<file path="src/rtl/mem_word_bridge.sv">
// Bridges 8/16-bit CPU accesses onto a byte-wide memory handshake.
// Word accesses become two byte accesses at addr and addr+1, with a mandatory idle gap between them.
module mem_word_bridge #(
  parameter logic BIG_ENDIAN = 1'b0
) (
  input  logic        clk,
  input  logic        resetn,
  input  logic [15:0] cpu_addr,
  input  logic [15:0] cpu_wdata,
  output logic [15:0] cpu_rdata,
  input  logic        cpu_valid,
  input  logic        cpu_write,
  input  logic        cpu_word,
  output logic        cpu_ready,
  output logic [15:0] mem_addr,
  output logic [7:0]  mem_wdata,
  input  logic [7:0]  mem_rdata,
  output logic        mem_valid,
  output logic        mem_write,
  input  logic        mem_ready
);

  localparam logic [2:0] S_IDLE = 3'd0;
  localparam logic [2:0] S_REQ0 = 3'd1;
  localparam logic [2:0] S_GAP  = 3'd2;
  localparam logic [2:0] S_REQ1 = 3'd3;
  localparam logic [2:0] S_RESP = 3'd4;

  logic [2:0]  r_state,     w_state_nxt;
  logic [15:0] r_addr,      w_addr_nxt;
  logic [15:0] r_wdata,     w_wdata_nxt;
  logic        r_write,     w_write_nxt;
  logic        r_word,      w_word_nxt;
  logic [7:0]  r_byte0,     w_byte0_nxt;
  logic [7:0]  r_byte1,     w_byte1_nxt;
  logic [15:0] r_cpu_rdata, w_cpu_rdata_nxt;
  logic        r_cpu_ready, w_cpu_ready_nxt;
  logic [15:0] r_mem_addr,  w_mem_addr_nxt;
  logic [7:0]  r_mem_wdata, w_mem_wdata_nxt;
  logic        r_mem_valid, w_mem_valid_nxt;
  logic        r_mem_write, w_mem_write_nxt;

  // State and output registers
  always_ff @(posedge clk or negedge resetn) begin
    if (!resetn) begin
      r_state     <= S_IDLE;
      r_addr      <= 16'h0000;
      r_wdata     <= 16'h0000;
      r_write     <= 1'b0;
      r_word      <= 1'b0;
      r_byte0     <= 8'h00;
      r_byte1     <= 8'h00;
      r_cpu_rdata <= 16'h0000;
      r_cpu_ready <= 1'b0;
      r_mem_addr  <= 16'h0000;
      r_mem_wdata <= 8'h00;
      r_mem_valid <= 1'b0;
      r_mem_write <= 1'b0;
    end else begin
      r_state     <= w_state_nxt;
      r_addr      <= w_addr_nxt;
      r_wdata     <= w_wdata_nxt;
      r_write     <= w_write_nxt;
      r_word      <= w_word_nxt;
      r_byte0     <= w_byte0_nxt;
      r_byte1     <= w_byte1_nxt;
      r_cpu_rdata <= w_cpu_rdata_nxt;
      r_cpu_ready <= w_cpu_ready_nxt;
      r_mem_addr  <= w_mem_addr_nxt;
      r_mem_wdata <= w_mem_wdata_nxt;
      r_mem_valid <= w_mem_valid_nxt;
      r_mem_write <= w_mem_write_nxt;
    end
  end

  // Next-state and next-output logic; byte0 is always the byte at the request address
  always_comb begin
    w_state_nxt     = r_state;
    w_addr_nxt      = r_addr;
    w_wdata_nxt     = r_wdata;
    w_write_nxt     = r_write;
    w_word_nxt      = r_word;
    w_byte0_nxt     = r_byte0;
    w_byte1_nxt     = r_byte1;
    w_cpu_rdata_nxt = r_cpu_rdata;
    w_cpu_ready_nxt = 1'b0;
    w_mem_addr_nxt  = r_mem_addr;
    w_mem_wdata_nxt = r_mem_wdata;
    w_mem_valid_nxt = r_mem_valid;
    w_mem_write_nxt = r_mem_write;
    case (r_state)
      S_IDLE: begin
        if (cpu_valid && !mem_ready) begin
          w_state_nxt     = S_REQ0;
          w_addr_nxt      = cpu_addr;
          w_wdata_nxt     = cpu_wdata;
          w_write_nxt     = cpu_write;
          w_word_nxt      = cpu_word;
          w_mem_valid_nxt = 1'b1;
          w_mem_write_nxt = cpu_write;
          w_mem_addr_nxt  = cpu_addr;
          w_mem_wdata_nxt = (cpu_word && BIG_ENDIAN) ? cpu_wdata[15:8] : cpu_wdata[7:0];
        end
      end
      S_REQ0: begin
        if (mem_ready) begin
          w_mem_valid_nxt = 1'b0;
          w_mem_write_nxt = 1'b0;
          if (!r_write) w_byte0_nxt = mem_rdata;
          w_state_nxt = r_word ? S_GAP : S_RESP;
        end
      end
      S_GAP: begin
        // Memory must see mem_valid low and clear mem_ready before the second byte
        if (!mem_ready) begin
          w_state_nxt     = S_REQ1;
          w_mem_valid_nxt = 1'b1;
          w_mem_write_nxt = r_write;
          w_mem_addr_nxt  = r_addr + 16'd1;
          w_mem_wdata_nxt = BIG_ENDIAN ? r_wdata[7:0] : r_wdata[15:8];
        end
      end
      S_REQ1: begin
        if (mem_ready) begin
          w_mem_valid_nxt = 1'b0;
          w_mem_write_nxt = 1'b0;
          if (!r_write) w_byte1_nxt = mem_rdata;
          w_state_nxt = S_RESP;
        end
      end
      S_RESP: begin
        w_cpu_ready_nxt = 1'b1;
        if (!r_write) begin
          if (!r_word)        w_cpu_rdata_nxt = {8'h00, r_byte0};
          else if (BIG_ENDIAN) w_cpu_rdata_nxt = {r_byte0, r_byte1};
          else                w_cpu_rdata_nxt = {r_byte1, r_byte0};
        end
        w_state_nxt = S_IDLE;
      end
      default: w_state_nxt = S_IDLE;
    endcase
  end

  assign cpu_rdata = r_cpu_rdata;
  assign cpu_ready = r_cpu_ready;
  assign mem_addr  = r_mem_addr;
  assign mem_wdata = r_mem_wdata;
  assign mem_valid = r_mem_valid;
  assign mem_write = r_mem_write;

endmodule

</file>
<file path="config.mk">
export PLATFORM = sky130hd
export DESIGN_NAME = mem_word_bridge
export DESIGN_NICKNAME = d
export VERILOG_FILES = /design/src/rtl/mem_word_bridge.sv
export SDC_FILE = /design/constraint.sdc
export NUM_CORES = 1
export LEC_CHECK = 0
export BUFFER_PORTS_ARGS = -buffer_cell sky130_fd_sc_hd__clkbuf_2
export CAP_MARGIN = 15
export CORE_ASPECT_RATIO = 1.5
export CORE_MARGIN = 5
export CORE_UTILIZATION = 50
export DETAILED_ROUTE_END_ITERATION = 6
export PLACE_DENSITY = 0.79
export SYNTH_ARGS = -nofsm -noshare
export SYNTH_HDL_FRONTEND = slang
export SYNTH_SLANG_ARGS = --single-unit
export TNS_END_PERCENT = 10
</file>
<file path="constraint.sdc">
create_clock -name clk -period 2.8 [get_ports clk]
set_clock_uncertainty 0.05 [all_clocks]
set_input_delay 0.28 -clock clk [delete_from_list [all_inputs] [get_ports clk]]
set_output_delay 0.28 -clock clk [all_outputs]
set_load 0.01 [all_outputs]
</file>
# == Word level (Yosys, flattened, before mapping) ==
# Index checks and enable logic that the tools add are counted.
# totals
out_inout_bits,43
mem_bits_rw,0
latchBits,0
regBits,96
word_cells,58
input_bits,46
mem_count,0
mem_bits_ro,0
# op_classes
reduce_logical,13
n_lt_le_gt_ge,0
div,0
addsub,1
n_shift,0
n_eq_ne,9
bitwise,1
mux,21
n_mul,0
# op_table
operator,n
2-to-1 mux 16 bit,3
case mux 16 bit (2 select lines),1
"adder 16 x 1 -> 16 bit, second input constant",1
2-to-1 mux 8 bit,2
case mux 8 bit (2 select lines),1
2-to-1 mux 3 bit,5
case mux 3 bit (4 select lines),1
AND reduction 3 bit,3
"inequality test 2 bit, second input constant",4
AND reduction 4 bit,2
"== test 3 x 2 -> 1 bit, second input constant",2
2-to-1 mux 1 bit,6
case mux 1 bit (3 select lines),2
AND reduction 2 bit,2
"== test 3 x 1 -> 1 bit, second input constant",1
"== test 3 bit, second input constant",1
zero test 3 bit,1
nonzero test 3 bit,1
"inequality test 2 x 1 -> 1 bit, second input constant",1
nonzero test 2 bit,1
OR reduction 2 bit,1
logical AND 1 bit,1
zero test 1 bit,1
NOT 1 bit,1

# == Logic depth before layout (Yosys ltp) ==
# depth
ltp_word,4
mapped_depth,6
ltp_nobuf,5

# == Worst setup path after synthesis ==
# No wires, ideal clock.
# synth_timing
path_type,register to register
start,register r_addr[0]
end,"register r_mem_addr[12], in the netlist mem_addr[12]"
slack_ps,1122
required_time_ps,2667
path_buffers,0
path_stages_with_launch,6
synth_period_minus_slack_ps,1678
t_arrival_ps,1545
setup_ps,83
cell_sequence,dfrtp_1 ha_1 nand4_1 or4_1 a31o_2 o21ai_0
# synth_between
elab_chain_len,3
# synth_rtl
item,line_no,text
start: declaration,30,"logic [15:0] r_addr, w_addr_nxt;"
start signal: assignment,61,r_addr <= w_addr_nxt;
adder 16 x 1 -> 16 bit,119,w_mem_addr_nxt = r_addr + 16'd1;
2-to-1 mux 16 bit,115,if (!mem_ready) begin
case mux 16 bit (2 select lines),91,case (r_state)
end signal: assignment,69,r_mem_addr <= w_mem_addr_nxt;
end: declaration,38,"logic [15:0] r_mem_addr, w_mem_addr_nxt;"
# No other way between the ends. The select of a mux whose other input is x is not followed.
# A chain may end at the register's enable or synchronous reset.

# == Worst setup path in the final report ==
# layout_timing
start,register r_state[0]
end,"register r_cpu_rdata[4], in the netlist cpu_rdata[4]"
# layout_between
elab_chain_len,2
# layout_rtl
item,line_no,text
start: declaration,29,"logic [2:0] r_state, w_state_nxt;"
start signal: assignment,60,r_state <= w_state_nxt;
== test 3 bit,91,
AND reduction 2 bit (no line),--,
end signal: assignment,67,r_cpu_rdata <= w_cpu_rdata_nxt;
end: declaration,36,"logic [15:0] r_cpu_rdata, w_cpu_rdata_nxt;"
# No other way between the ends.

==> run_results.csv <==
group,metric,value,unit
run_status,outcome,"finished, final reports clean",
floorplan,die-area,9479,um2
clock_tree,numCtsBuffers,9,
clock_tree,clkLatencyLatePin,0.34,ns
floorplan,rows,39,
synthesis,syn-num-nets,376,
final_layout,drive_above_1_share,0.3972,
final_layout,multi_input_area,1501,um2
hold_path,min_path_type,"input pin to register",
critical_path,cp-end-kind,"register",
critical_path,r2r-end,"cpu_rdata[4]$_DFFE_PN0P_",
timing,min_period_over_period,0.7410,
synthesis,synthFlopType,"dfrtp_1",
clock_tree,cts_tree,"built",
placed_design,placedCellCount,508,
routing,wl,8689,um
routing,ant_nets,0,
timing,clock.fmax,0.4820,GHz
clock_tree,clkTransAtPathRegs,0.07,ns
floorplan,die_h,116.8,um
final_layout,register_area,2202,um2
placed_design,gp_congestion,0.8301,
synthesis,synth_edf_count,0,
routing,first_pass_iters,4,
synthesis,yosysUniqueCellTypes,37,
critical_path,critPathRequiredTime,2.96,ns
global_route,antenna_found_initial,0,
final_layout,fill_cells,639,
pwr,leakagePower,2.173,nW
critical_path,worstPathMaxFanout,21,
synthesis,yosysSeqAreaShare,0.5795,
timing,worstMarginPinSlew,0.8596,ns
timing,period_needed,2.075,ns
synthesis,synth_common_cells,"dfrtp_1 (88), mux2_2 (48), nand2_1 (40), o21ai_0 (36), nor2_1 (16)",
critical_path,critical_path_arrival,2.24,ns
critical_path,worstReg2RegStart,"r_state[0]$_DFFE_PN0P_",
global_route,gr-total-overflow,0,
synthesis,ys_warn_count,0,
synthesis,synthArstFlopShare,1.000,
global_route,grt_start_max_net_pins,58,
synthesis,yosys.area.top_type,"dfrtp_1",
synthesis,yosys.area.top_type_share,0.5795,
final_layout,num_antenna_cells,0,
floorplan,io_pins,89,
timing,max_slew_margin,0.4252,
routing,drc_errors,0,
pwr,power.density,1111,nW/um2
global_route,grt_pass1_wl,14380,um
timing,setup_violations,0,
timing,slew_violations,0,
clock_tree,clockRootBuffer,"clkbuf_16",
routing,wl_per_cell,16.55,um
routing,route.vias.total,2868,
timing,rsz0062_at_grt,"no",
routing,drt_iter0_drc,130,
routing,viasPerCell,5.463,
timing,hold_viol_final,0,
critical_path,crit_path_start,"r_state[0]$_DFFE_PN0P_",
synthesis,syn_avg_cell_area,11.55,um2
clock_tree,clkSinkCount,88,
synthesis,ys_seq_elements,88,
run,max-cap-violations,0,
critical_path,start_kind,"register",
critical_path,ff2ff_path_depth,3,
synthesis,synth_area,3800,um2
clock_tree,htreeDepth,3,
global_route,grt_pass1_vias,2929,
pwr,ir_worst_vdd,742.2,uV
critical_path,path_class,"register to register",
placed_design,port_buffers,88,
final_layout,area_growth,24.07,%
final_layout,nNetsFinal,465,
critical_path,worstSetupEndpoint,"cpu_rdata[4]$_DFFE_PN0P_",
synthesis,syn_inst,329,
floorplan,start_util,0.5057,
clock_tree,clockBufferDepth,2,
global_route,grt_use_total,0.2012,
synthesis,synth.most_common_cell,"dfrtp_1",
timing,setup_tns,0,ns
critical_path,regToRegSetupSlack,0.73,ns
final_layout,fin_cells,525,
floorplan,die_w,81.18,um
placed_design,dpl.hpwl,5992,um
floorplan,coreArea,7515,um2
synthesis,synthTopCellsByArea,"dfrtp_1 (58%), mux2_2 (14%), o21ai_0 (4.7%)",
layout make-up:
type | instances | share of cell area
Sequential cell | 88 | 0.4671
Inverter | 2 | 0.001592
Tap cell | 102 | 0.02707
Clock inverter | 5 | 0.02176
Timing Repair Buffer | 98 | 0.1104
Clock buffer | 11 | 0.05361
Multi-Input combinational cell | 219 | 0.3185
through the flow:
stage,setup WS [ns],instance area [um2],power (W),hold slack [ns],utilization
CTS,0.6815,4715,0.005289,0.1141,0.6274
finish,0.7252,4715,0.005240,0.1211,0.6274
global route,0.4625,4715,0.005590,0.1222,0.6274
detailed placement,0.7353,4349,0.003856,0.3231,0.5788
floorplan,1.123,3800,0.003224,-0.06559,-
global placement,0.7956,4349,0.003770,0.3171,0.5788
routing by layer:
| metal | part of all wire | track usage | vias to the layer above |
|---|---|---|---|
| li1 | - | - | 1357 |
| met1 | 0.40 | 0.2426 | 1395 |
| met2 | 0.52 | 0.3461 | 103 |
| met3 | 0.060 | 0.05207 | 13 |
| met4 | 0.018 | 0.07215 | 0 |
| met5 | 0 | 0 | - |
power breakdown:
part	internal, W	switching [W]	leakage [nW]
clock network	0.000919	0.000486	0.172
registers	0.00185	0.000463	1.08
logic	0.000754	0.000764	0.923
cells by family (layout without fill, tap and decap cells):
family                     after synthesis  count (layout)  synth area share
AOI/OAI and AO/OA                       63              63           0.09779
xor gates and xnor gates                10              10           0.02305
buffers and inverters                   22             116           0.02667
muxes                                   49              49            0.1449
adders and majority gates                1               1          0.003292
DFF                                     88              88            0.5795
and+or+nand+nor                         96              96            0.1248
registers in the layout, indices dropped and copies added (netlist names):
register and count:
cpu_rdata 16, mem_addr 16, r_addr 16, mem_wdata 8
r_byte0 8, r_byte1 8, r_wdata 8, r_state 3
cpu_ready 1, mem_valid 1, mem_write 1, r_word 1
r_write 1
critical path: stages, from the launching register on:
cell and delay (ns):
dfrtp_1 0.50, nor2_1 0.24, nand3b_1 0.63, mux2_2 0.52
how the worst min path moves through the flow:
| stage | slack (ns) | depth (start not counted) | end | startpoint |
|---|---|---|---|---|
| after floorplan | -0.07 | 0 | cpu_rdata[0]$_DFFE_PN0P_ | resetn |
| after global placement | 0.32 | 1 | cpu_rdata[5]$_DFFE_PN0P_ | resetn |
| after detailed placement | 0.32 | 1 | cpu_rdata[4]$_DFFE_PN0P_ | resetn |
| after CTS | 0.11 | 2 | r_wdata[8]$_DFFE_PN0P_ | cpu_wdata[8] |
| after global routing | 0.12 | 2 | r_wdata[11]$_DFFE_PN0P_ | cpu_wdata[11] |
| final | 0.12 | 2 | r_wdata[8]$_DFFE_PN0P_ | cpu_wdata[8] |
cell usage in the layout (no fill, tap or decap), drive strengths merged, types with 2 or more instances in the layout:
cell type and instances:
xor2 9, a211oi 8, a31oi 3, o21ai 36, bufinv 3, nor2 16, clkbuf 98, nand3 6
buf 10, nand4 7, o22ai 9, mux2 48, nor3 10, and2 2, or4 3, nor4 3
and4 4, nand2 40, inv 2, dfrtp 88
repair_timing:
item,in CTS,in global routing
hold endpoints to repair,55,0
buffers inserted,0,0
hold buffers,1,0
endpoints found under the setup margin,0,0
gates resized for setup,0,0
Power figures use the tool's default switching activity.
